File: src/rtl/boot_loader.sv
// Boot loader: assembles a little-endian byte stream into 32-bit words and writes them to IM/DM.
// Optional macro BOOT_CHECKSUM_EN adds a running word sum compared against load_csum on completion.
module boot_loader (
   input  logic        clk,
   input  logic        rst,
   input  logic        load_start,
   input  logic [13:0] load_base,
   input  logic [14:0] load_len,
   input  logic [1:0]  load_dest,
   input  logic [31:0] load_csum,
   input  logic        in_valid,
   output logic        in_ready,
   input  logic [7:0]  in_byte,
   output logic        mem_im_we,
   output logic        mem_dm_we,
   output logic [13:0] mem_addr,
   output logic [31:0] mem_wdata,
   output logic        cpu_rst,
   output logic        busy,
   output logic        done,
   output logic        err,
   output logic [14:0] words_written
);

   typedef enum logic [1:0] {IDLE, LOAD, WRITE, DONE} state_t;

   state_t      state, state_next;
   logic [13:0] base_q;
   logic [14:0] len_q;
   logic [1:0]  dest_q;
   logic [1:0]  byte_cnt;
   logic [31:0] word_q;
   logic [14:0] count_q;
   logic        err_q;
   logic        accept;
   logic        xfer;
   logic        last_word;

   assign accept    = load_start && ((state == IDLE) || (state == DONE));
   assign xfer      = in_valid && in_ready;
   assign last_word = ((count_q + 15'd1) == len_q);

   always_ff @(posedge clk) begin
      if (rst) state <= IDLE;
      else     state <= state_next;
   end

   always_comb begin
      state_next = state;
      case (state)
         IDLE, DONE: if (load_start) state_next = (load_len == 15'd0) ? DONE : LOAD;
         LOAD:       if (xfer && (byte_cnt == 2'd3)) state_next = WRITE;
         WRITE:      state_next = last_word ? DONE : LOAD;
         default:    state_next = IDLE;
      endcase
   end

   // Captured parameters, byte assembly and the word counter; a load_start
   // outside IDLE/DONE never reaches these registers.
   always_ff @(posedge clk) begin
      if (rst) begin
         base_q   <= '0;
         len_q    <= '0;
         dest_q   <= '0;
         byte_cnt <= '0;
         word_q   <= '0;
         count_q  <= '0;
      end else begin
         if (accept) begin
            base_q   <= load_base;
            len_q    <= load_len;
            dest_q   <= load_dest;
            byte_cnt <= '0;
            count_q  <= '0;
         end
         if (xfer) begin
            word_q[{byte_cnt, 3'b000} +: 8] <= in_byte;
            byte_cnt <= byte_cnt + 2'd1;
         end
         if (state == WRITE) count_q <= count_q + 15'd1;
      end
   end

`ifdef BOOT_CHECKSUM_EN
   logic [31:0] sum_q;
   logic [31:0] csum_q;

   // err is resolved on entry to DONE; a zero-length load compares against an empty sum.
   always_ff @(posedge clk) begin
      if (rst) begin
         sum_q  <= '0;
         csum_q <= '0;
         err_q  <= 1'b0;
      end else if (accept) begin
         sum_q  <= '0;
         csum_q <= load_csum;
         err_q  <= (load_len == 15'd0) && (load_csum != 32'd0);
      end else if (state == WRITE) begin
         sum_q <= sum_q + word_q;
         if (last_word) err_q <= ((sum_q + word_q) != csum_q);
      end
   end
`else
   logic unused_csum;
   assign unused_csum = ^load_csum;
   assign err_q       = 1'b0;
`endif

   assign in_ready      = (state == LOAD);
   assign mem_im_we     = (state == WRITE) && dest_q[0];
   assign mem_dm_we     = (state == WRITE) && dest_q[1];
   assign mem_addr      = base_q + count_q[13:0];
   assign mem_wdata     = word_q;
   assign busy          = (state == LOAD) || (state == WRITE);
   assign done          = (state == DONE);
   assign err           = err_q;
   assign cpu_rst       = !((state == DONE) && !err_q);
   assign words_written = count_q;

endmodule
File: config.mk
export PLATFORM = sky130hd
export DESIGN_NAME = boot_loader
export DESIGN_NICKNAME = d
export VERILOG_FILES = /design/src/rtl/boot_loader.sv
export SDC_FILE = /design/constraint.sdc
export NUM_CORES = 1
export LEC_CHECK = 0
export ABC_AREA = 1
export BUFFER_PORTS_ARGS = -buffer_cell sky130_fd_sc_hd__buf_4
export CAP_MARGIN = 30
export CELL_PAD_IN_SITES_DETAIL_PLACEMENT = 0
export CELL_PAD_IN_SITES_GLOBAL_PLACEMENT = 2
export CORE_UTILIZATION = 25
export DETAILED_ROUTE_END_ITERATION = 6
export PLACE_DENSITY = 0.79
export RECOVER_POWER = 100
export SLEW_MARGIN = 10
export SYNTH_ARGS = -nofsm -noshare
export SYNTH_HDL_FRONTEND = slang
export SYNTH_SLANG_ARGS = --single-unit
File: constraint.sdc
create_clock -name clk -period 2.5 [get_ports clk]
set_input_delay 0.125 -clock clk [delete_from_list [all_inputs] [get_ports clk]]
set_output_delay 0.125 -clock clk [all_outputs]
set_load 0.1 [all_outputs]
==> results of run 1 <==
-- sequential cells by signal, indices dropped and copies added (netlist names) --
register / cells
byte_cnt: 2
base_q: 14
len_q: 15
state: 2
dest_q: 2
mem_wdata: 32
words_written: 15
-- stage by stage --
stage,setup TNS [ns],total power (W)
final,0,0.005914
after global placement,0,0.004459
after floorplan,-0.5712,0.003863
after CTS,0,0.006055
after global routing,-0.07999,0.006268
after detailed placement,0,0.004492
-- worst reg2reg max path: cells and delay by family (launching register included) --
family	cells	cell delay (ns)
AND/OR/NAND/NOR	1	0.11
flip-flops	1	0.40
AO/OA/AOI/OAI	2	0.42
adder cells (fa/ha/maj)	1	0.31
buffers and inverters	2	0.84
-- cell usage in the layout, fill, tap and decap left out, types with 3 or more instances in the layout --
master     count
a211oi_1      20
a21oi_1       52
a21oi_2        5
a31oi_1       19
buf_4         61
buf_6          3
clkbuf_1      57
clkbuf_16     10
clkbuf_2       8
dfxtp_1       69
dfxtp_2        3
dfxtp_4       10
ha_1          18
ha_4           3
inv_1         74
nand2_1      103
nand2_2        5
nand3_1       39
nand4_1        6
nor2_1        66
nor2_4         4
nor4_1         4
o21ai_0       36
o21ai_1        3
o21ai_2        3
or4_1          6
xor2_4         6
-- how the worst min path moves through the flow --
stage | from | end | cells past startpoint | slack, ns
2_1_floorplan | load_base[0] | base_q[0] | 2 | 0.29
3_3_place_gp | load_base[8] | base_q[8] | 3 | 0.38
3_5_place_dp | load_base[2] | base_q[2] | 3 | 0.39
4_1_cts | load_dest[0] | dest_q[0] | 3 | 0.02
5_1_grt | load_base[10] | base_q[10] | 3 | 0.05
6_report | load_dest[0] | dest_q[0] | 3 | 0.03
-- kinds of logic (layout without fill, tap and decap cells) --
group           Yosys count  count (layout)  synth area share
other cells               1               1         0.0008431
compound gates          149             149            0.1910
xor+xnor                 18              18           0.04191
simple gates            241             241            0.2397
flops                    82              82            0.3691
fa+ha+maj                24              24           0.06920
buf+inv                 102             223           0.08832
-- repair_timing --
item / CTS / global route
endpoints found under the setup margin: 7 / 8
setup buffers: 1 / 2
pin swaps: 2 / 6
resized for setup: 13 / 17
-- power by group through the flow --
stage / Sequential (W) / Combinational [W] / Clock, W
floorplan: 0.00189 / 0.00197 / 0
global placement: 0.00170 / 0.00276 / 0
detailed placement: 0.00171 / 0.00279 / 0
CTS: 0.00168 / 0.00284 / 0.00154
global route: 0.00171 / 0.00298 / 0.00158
finish: 0.00168 / 0.00276 / 0.00148
-- Yosys cell counts, types with 10 or more instances --
library cell  instances  area share
a21oi_1              56       0.063
a31oi_1              21       0.030
ha_1                 23       0.065
xor2_1               10       0.020
nor2_1               65       0.055
nand3_1              39       0.044
clkbuf_1             18       0.015
nand2_1             104       0.088
a211oi_1             20       0.034
inv_1                74       0.062
dfxtp_1              82        0.37
o21ai_0              40       0.045
-- metal layers --
metal	routed length, um	GRT usage	up-vias	part of all wire
met4	216	0.05368	0	0.015
met1	5886	0.1759	2023	0.42
met2	6940	0.2855	99	0.50
met5	0	0	-	0
met3	916	0.05125	15	0.066
li1	-	-	2300	-
-- cell type report --
class	count	area share
Tap cell	225	0.04619
Inverter	75	0.04619
Timing Repair Buffer	132	0.1314
Clock inverter	4	0.008417
Sequential cell	82	0.2761
Clock buffer	12	0.04558
Multi-Input combinational cell	433	0.4461
==> reports/metrics.csv, run 1 <==
stage,metric,value,unit
setup_path,cp_max_fo,7,
detailed_routing,drcViolationCount,0,
pwr,pwr-share-comb,0.466,
final_layout,nets,832,
clock_network,cts_buffer_depth,2,
setup_path,crit_buf_inv,2,
place,place_area,5857,um^2
pwr,p_switching,0.002776,W
synth,ys_async_sr_fraction,0,
setup_path,slowest_delay,0.40,ns
synth,yosys.cell_types.count,41,
setup_path,start_kind,flop,
detailed_routing,ant_nets,0,
pwr,pwr_density_cell,970.3,nW/um^2
synth,synth_fp_nets,716,
clock_network,cts_buffers,9,
detailed_routing,via_per_inst,4.607,
final_layout,final_area,6095,um^2
setup_path,critPathTopFamily,adder cells,
pwr,power_frac_seq,0.284,
setup_path,worstPathRequired,2.38,ns
setup_path,crit_start,words_written[0],
final_layout,drive_above_1_share,0.2019,
pwr,netSwitchingFraction,0.4694,
timing,slew_viol_final,0,
flow_run,maxCapViolCount,0,
global_routing,grt_max_degree,50,
clock_network,hold_buffers,0,
timing,clock.fmax,408.5,MHz
die,initial_utilization,0.2563,
global_routing,antenna_found_initial,0,
detailed_routing,drt-pass1-iter-count,4,
global_routing,grt_usage,0.1593,
outcome,status,completed,
final_layout,nFillCells,1889,
place,dp_hpwl,10630,um
pwr,internal-power,0.003138,W
setup_path,r2r_slack,0.34,ns
setup_path,rr_endpoint,base_q[1],
place,gp_congestion,0.8289,
die,row_count,48,
setup_path,cp-endpoint,mem_addr[10],
global_routing,grt_pass1_vias,4423,
synth,yosys_most_used_dff,dfxtp_1,
die,num_io_pins,143,
final_layout,seqCellArea,1683,um^2
setup_path,cp-end-kind,output port,
detailed_routing,dr_total_vias,4437,
die,die_area,18330,um^2
clock_network,cts_tree,done,
timing,fin_worst_skew,0.008430,ns
synth,ys_seq_area_frac,0.3691,
clock_network,clock_latency,0.35,ns
timing,period_share,0.9792,
clock_network,h-tree-depth,3,
synth,yosysWarnings,0,
synth,yosys_register_bits,82,
place,portBuffers,109,
synth,synth.avg_cell_area,7.209,um^2
die,die-width,135.4,um
timing,fin_crit,2.448,ns
clock_network,numClockSinks,82,
final_layout,utilization,0.3511,
detailed_routing,drt_iter0_markers,152,
clock_network,root_buffer,clkbuf_16,
timing,rsz0062_at_grt,yes,
global_routing,grt_pass1_wl,22330,um
place,pre_cts_ws,0.09383,ns
pwr,ir_drop,575.0,uV
detailed_routing,totalWireLength,13960,um
synth,synth_area,4448,um^2
timing,hold_ws,0.02867,ns
final_layout,antennaDiodeCount,0,
setup_path,r2r_start,state[0],
setup_path,slowest_stage,fa_2,
timing,setup_violations,0,
timing,setup_slack,0.05198,ns
die,core_area,17360,um^2
setup_path,crit_type,reg2out,
final_layout,multi_input_area,2719,um^2
synth,synth_edf_count,0,
timing,tightest_slew,1.215,ns
clock_network,cts.clk_slew.worst_paths,0.06,ns
timing,hold_viol_final,0,
detailed_routing,post_drt_wl_per_cell,14.50,um
final_layout,area_growth,37.02,%
die,die_y,135.4,um
setup_path,worstRegToRegCells,6,
timing,slew-limit-headroom,0.1936,
global_routing,grt-ovfl-total,0,
worst_hold_path,hp-class,in2reg,
setup_path,arrival,2.32,ns
synth,synthCells,617,
pwr,clkPwrFrac,0.250,
setup_path,crit_cells,8,
pwr,p_leak,2.454,nW
final_layout,fin_cells,963,
place,place_inst,944,
setup_path,crit_chain,"ha_1, inv_1, fa_2, o21ai_4, a31oi_2, o21ai_2, xor2_4, buf_12",
(Power assumes the default switching activity.)
==> run 2: changes to the inputs <==
Settings changed: CORE_UTILIZATION 25 to 30, PLACE_DENSITY 0.79 to 0.88.
Clock period 2.5 ns to 3 ns, I/O delays scaled along.
==> run 2 against run 1 <==
Global-route usage up 2.0 points. Non-clock buffer count down 10. Clock skew down 0.0031 ns. Count of clock-buffer cells in the layout unchanged. Cell count down 5.3%. Register-to-register slack worse by 0.07 ns. Die area down 16%. Core utilization up 4.2 points. Sequential cell count unchanged. Sequential share of layout area up 1.4 points. Critical endpoint is now mem_addr[11]. Largest power group unchanged.
==> reports/metrics.csv, run 2 (same netlist as run 1, synthesis figures left out) <==
stage,metric,value,unit,change
outcome,status,completed,,unchanged
final_layout,antennaDiodeCount,0,,unchanged
pwr,total_power,0.004611,W,was 0.005914 W
timing,period_share,0.9326,,
clock_network,cts_tree,done,,unchanged
detailed_routing,drt_iter0_markers,145,,was 152
global_routing,grt_max_degree,50,,unchanged
timing,rsz0062_at_grt,no,,was yes
die,core_area,14480,um^2,"was 17,360 um^2"
pwr,netSwitchingFraction,0.4819,,was 0.4694
clock_network,cts_setup_buffers,0,,was 1
clock_network,cts_buffers,9,,unchanged
pwr,power_frac_seq,0.307,,was 0.284
pwr,pwr_density_cell,810.7,nW/um^2,was 970.3 nW/um^2
detailed_routing,ant_nets,0,,unchanged
timing,hold_ws,0.06498,ns,was 0.02867 ns
flow_run,maxCapViolCount,0,,unchanged
global_routing,grt_pass1_vias,4342,,"was 4,423"
setup_path,worstPathRequired,2.85,ns,was 2.38 ns
final_layout,seqCellArea,1650,um^2,was 1683 um^2
clock_network,numClockSinks,82,,unchanged
detailed_routing,post_drt_wl_per_cell,14.30,um,was 14.50 um
worst_hold_path,hp-class,in2reg,,unchanged
final_layout,largest_reg_flops,32,,unchanged
global_routing,antenna_found_initial,0,,unchanged
clock_network,h-tree-depth,3,,unchanged
pwr,ir_drop,251.9,uV,was 575.0 uV
detailed_routing,drcViolationCount,0,,unchanged
final_layout,layout_commonest_cell,nand2_1,,unchanged
clock_network,root_buffer,clkbuf_16,,unchanged
place,portBuffers,109,,unchanged
final_layout,drive_above_1_share,0.1538,,was 0.2019
die,initial_utilization,0.3072,,was 0.2563
die,die_y,123.8,um,was 135.4 um
setup_path,start_kind,flop,,unchanged
pwr,p_switching,0.002222,W,was 0.002776 W
setup_path,cp_max_fo,8,,was 7
die,row_count,44,,was 48
global_routing,grt_usage,0.1797,,was 0.1593
timing,slew_viol_final,0,,unchanged
setup_path,crit_type,reg2out,,unchanged
final_layout,fin_cells,912,,was 963
pwr,internal-power,0.002389,W,was 0.003138 W
timing,fin_crit,2.798,ns,
die,die-width,123.8,um,was 135.4 um
die,num_io_pins,143,,unchanged
global_routing,grt-ovfl-total,0,,unchanged
pwr,p_leak,2.341,nW,was 2.454 nW
pwr,clkPwrFrac,0.234,,was 0.250
place,place_area,5623,um^2,was 5857 um^2
pwr,pwr-share-comb,0.459,,was 0.466
place,dp_hpwl,9720,um,"was 10,630 um"
setup_path,arrival,2.65,ns,was 2.32 ns
detailed_routing,dr_total_vias,4372,,"was 4,437"
place,gp_congestion,0.8407,,was 0.8289
detailed_routing,drt-pass1-iter-count,4,,unchanged
timing,setup_slack,0.2022,ns,was 0.05198 ns
setup_path,cp-end-kind,output port,,unchanged
clock_network,cts.clk_slew.worst_paths,0.06,ns,about the same
global_routing,grt_pass1_wl,20880,um,"was 22,330 um"
detailed_routing,via_per_inst,4.794,,was 4.607
final_layout,nFillCells,1577,,"was 1,889"
final_layout,final_cell_mix,"104 x nand2_1, 75 x dfxtp_1, 74 x inv_1, 65 x nor2_1, 58 x clkbuf_1",,"was 103 x nand2_1, 74 x inv_1, 69 x dfxtp_1, 66 x nor2_1, 61 x buf_4"
detailed_routing,totalWireLength,13050,um,"was 13,960 um"
timing,tightest_slew,1.240,ns,was 1.215 ns
timing,slew-limit-headroom,0.1772,,was 0.1936
timing,fin_worst_skew,0.005294,ns,was 0.008430 ns
clock_network,cts_buffer_depth,2,,unchanged
place,place_inst,896,,was 944
final_layout,nets,822,,was 832
timing,hold_viol_final,0,,unchanged
die,die_area,15320,um^2,"was 18,330 um^2"
final_layout,final_area,5688,um^2,was 6095 um^2
worst_hold_path,holdPathStages,3,,unchanged
place,pre_cts_ws,0.3635,ns,was 0.09383 ns
timing,clock.fmax,357.4,MHz,
final_layout,area_growth,27.88,%,was 37.02%
final_layout,multi_input_area,2555,um^2,was 2719 um^2
clock_network,clock_latency,0.34,ns,was 0.35 ns
timing,setup_violations,0,,unchanged
setup_path,worstRegToRegCells,8,,was 6
run 2: final cells by class:
| class | count | share of cell area |
|---|---|---|
| Clock inverter | 4 | 0.004399 |
| Timing Repair Buffer | 122 | 0.1194 |
| Tap cell | 184 | 0.04048 |
| Clock buffer | 12 | 0.04685 |
| Multi-Input combinational cell | 433 | 0.4492 |
| Inverter | 75 | 0.04949 |
| Sequential cell | 82 | 0.2901 |
run 2: per-layer routing:
layer  global-route usage  wire, um  part of all wire  vias to the layer above
met4              0.08133       324             0.025                        0
met1               0.2015      5686              0.44                     1980
li1                     -         -                 -                     2273
met3              0.04212       623             0.048                       21
met5                    0         0                 0                        -
met2               0.3205      6411              0.49                       98
run 2: power groups by stage:
stage	Sequential [W]	Combinational, W	Clock [W]
floorplan	0.00158	0.00160	0
global placement	0.00143	0.00221	0
detailed placement	0.00144	0.00223	0
CTS	0.00142	0.00223	0.00111
global route	0.00144	0.00229	0.00116
finish	0.00141	0.00212	0.00108
run 2: timing repair:
action	4_1_cts	5_1_grt
hold buffers	0	0
gates resized for setup	2	3
setup endpoints to repair	2	2
run 2: through the flow:
stage          setup TNS, ns    util
2_1_floorplan        -0.4272       -
3_3_place_gp               0  0.3884
3_5_place_dp               0  0.3884
4_1_cts                    0  0.4087
5_1_grt                    0  0.3928
6_report                   0  0.3928
run 2: final timing paths:
path	slack, ns	startpoint	to
setup / recovery	0.20	words_written[2]	mem_addr[11]
hold / removal	0.06	load_base[5]	base_q[5]
setup reg to reg	0.27	byte_cnt[0]	mem_wdata[7]
hold reg to reg	0.46	mem_wdata[18]	mem_wdata[18]
run 2: critical path, stage by stage, from the launching register on:
cell,delay (ns)
dfxtp_2,0.37
ha_1,0.39
nand3_1,0.09
nand2_1,0.12
a21boi_1,0.12
o21ai_1,0.28
a31oi_2,0.19
o21ai_2,0.25
xor2_4,0.15
clkbuf_4,0.34
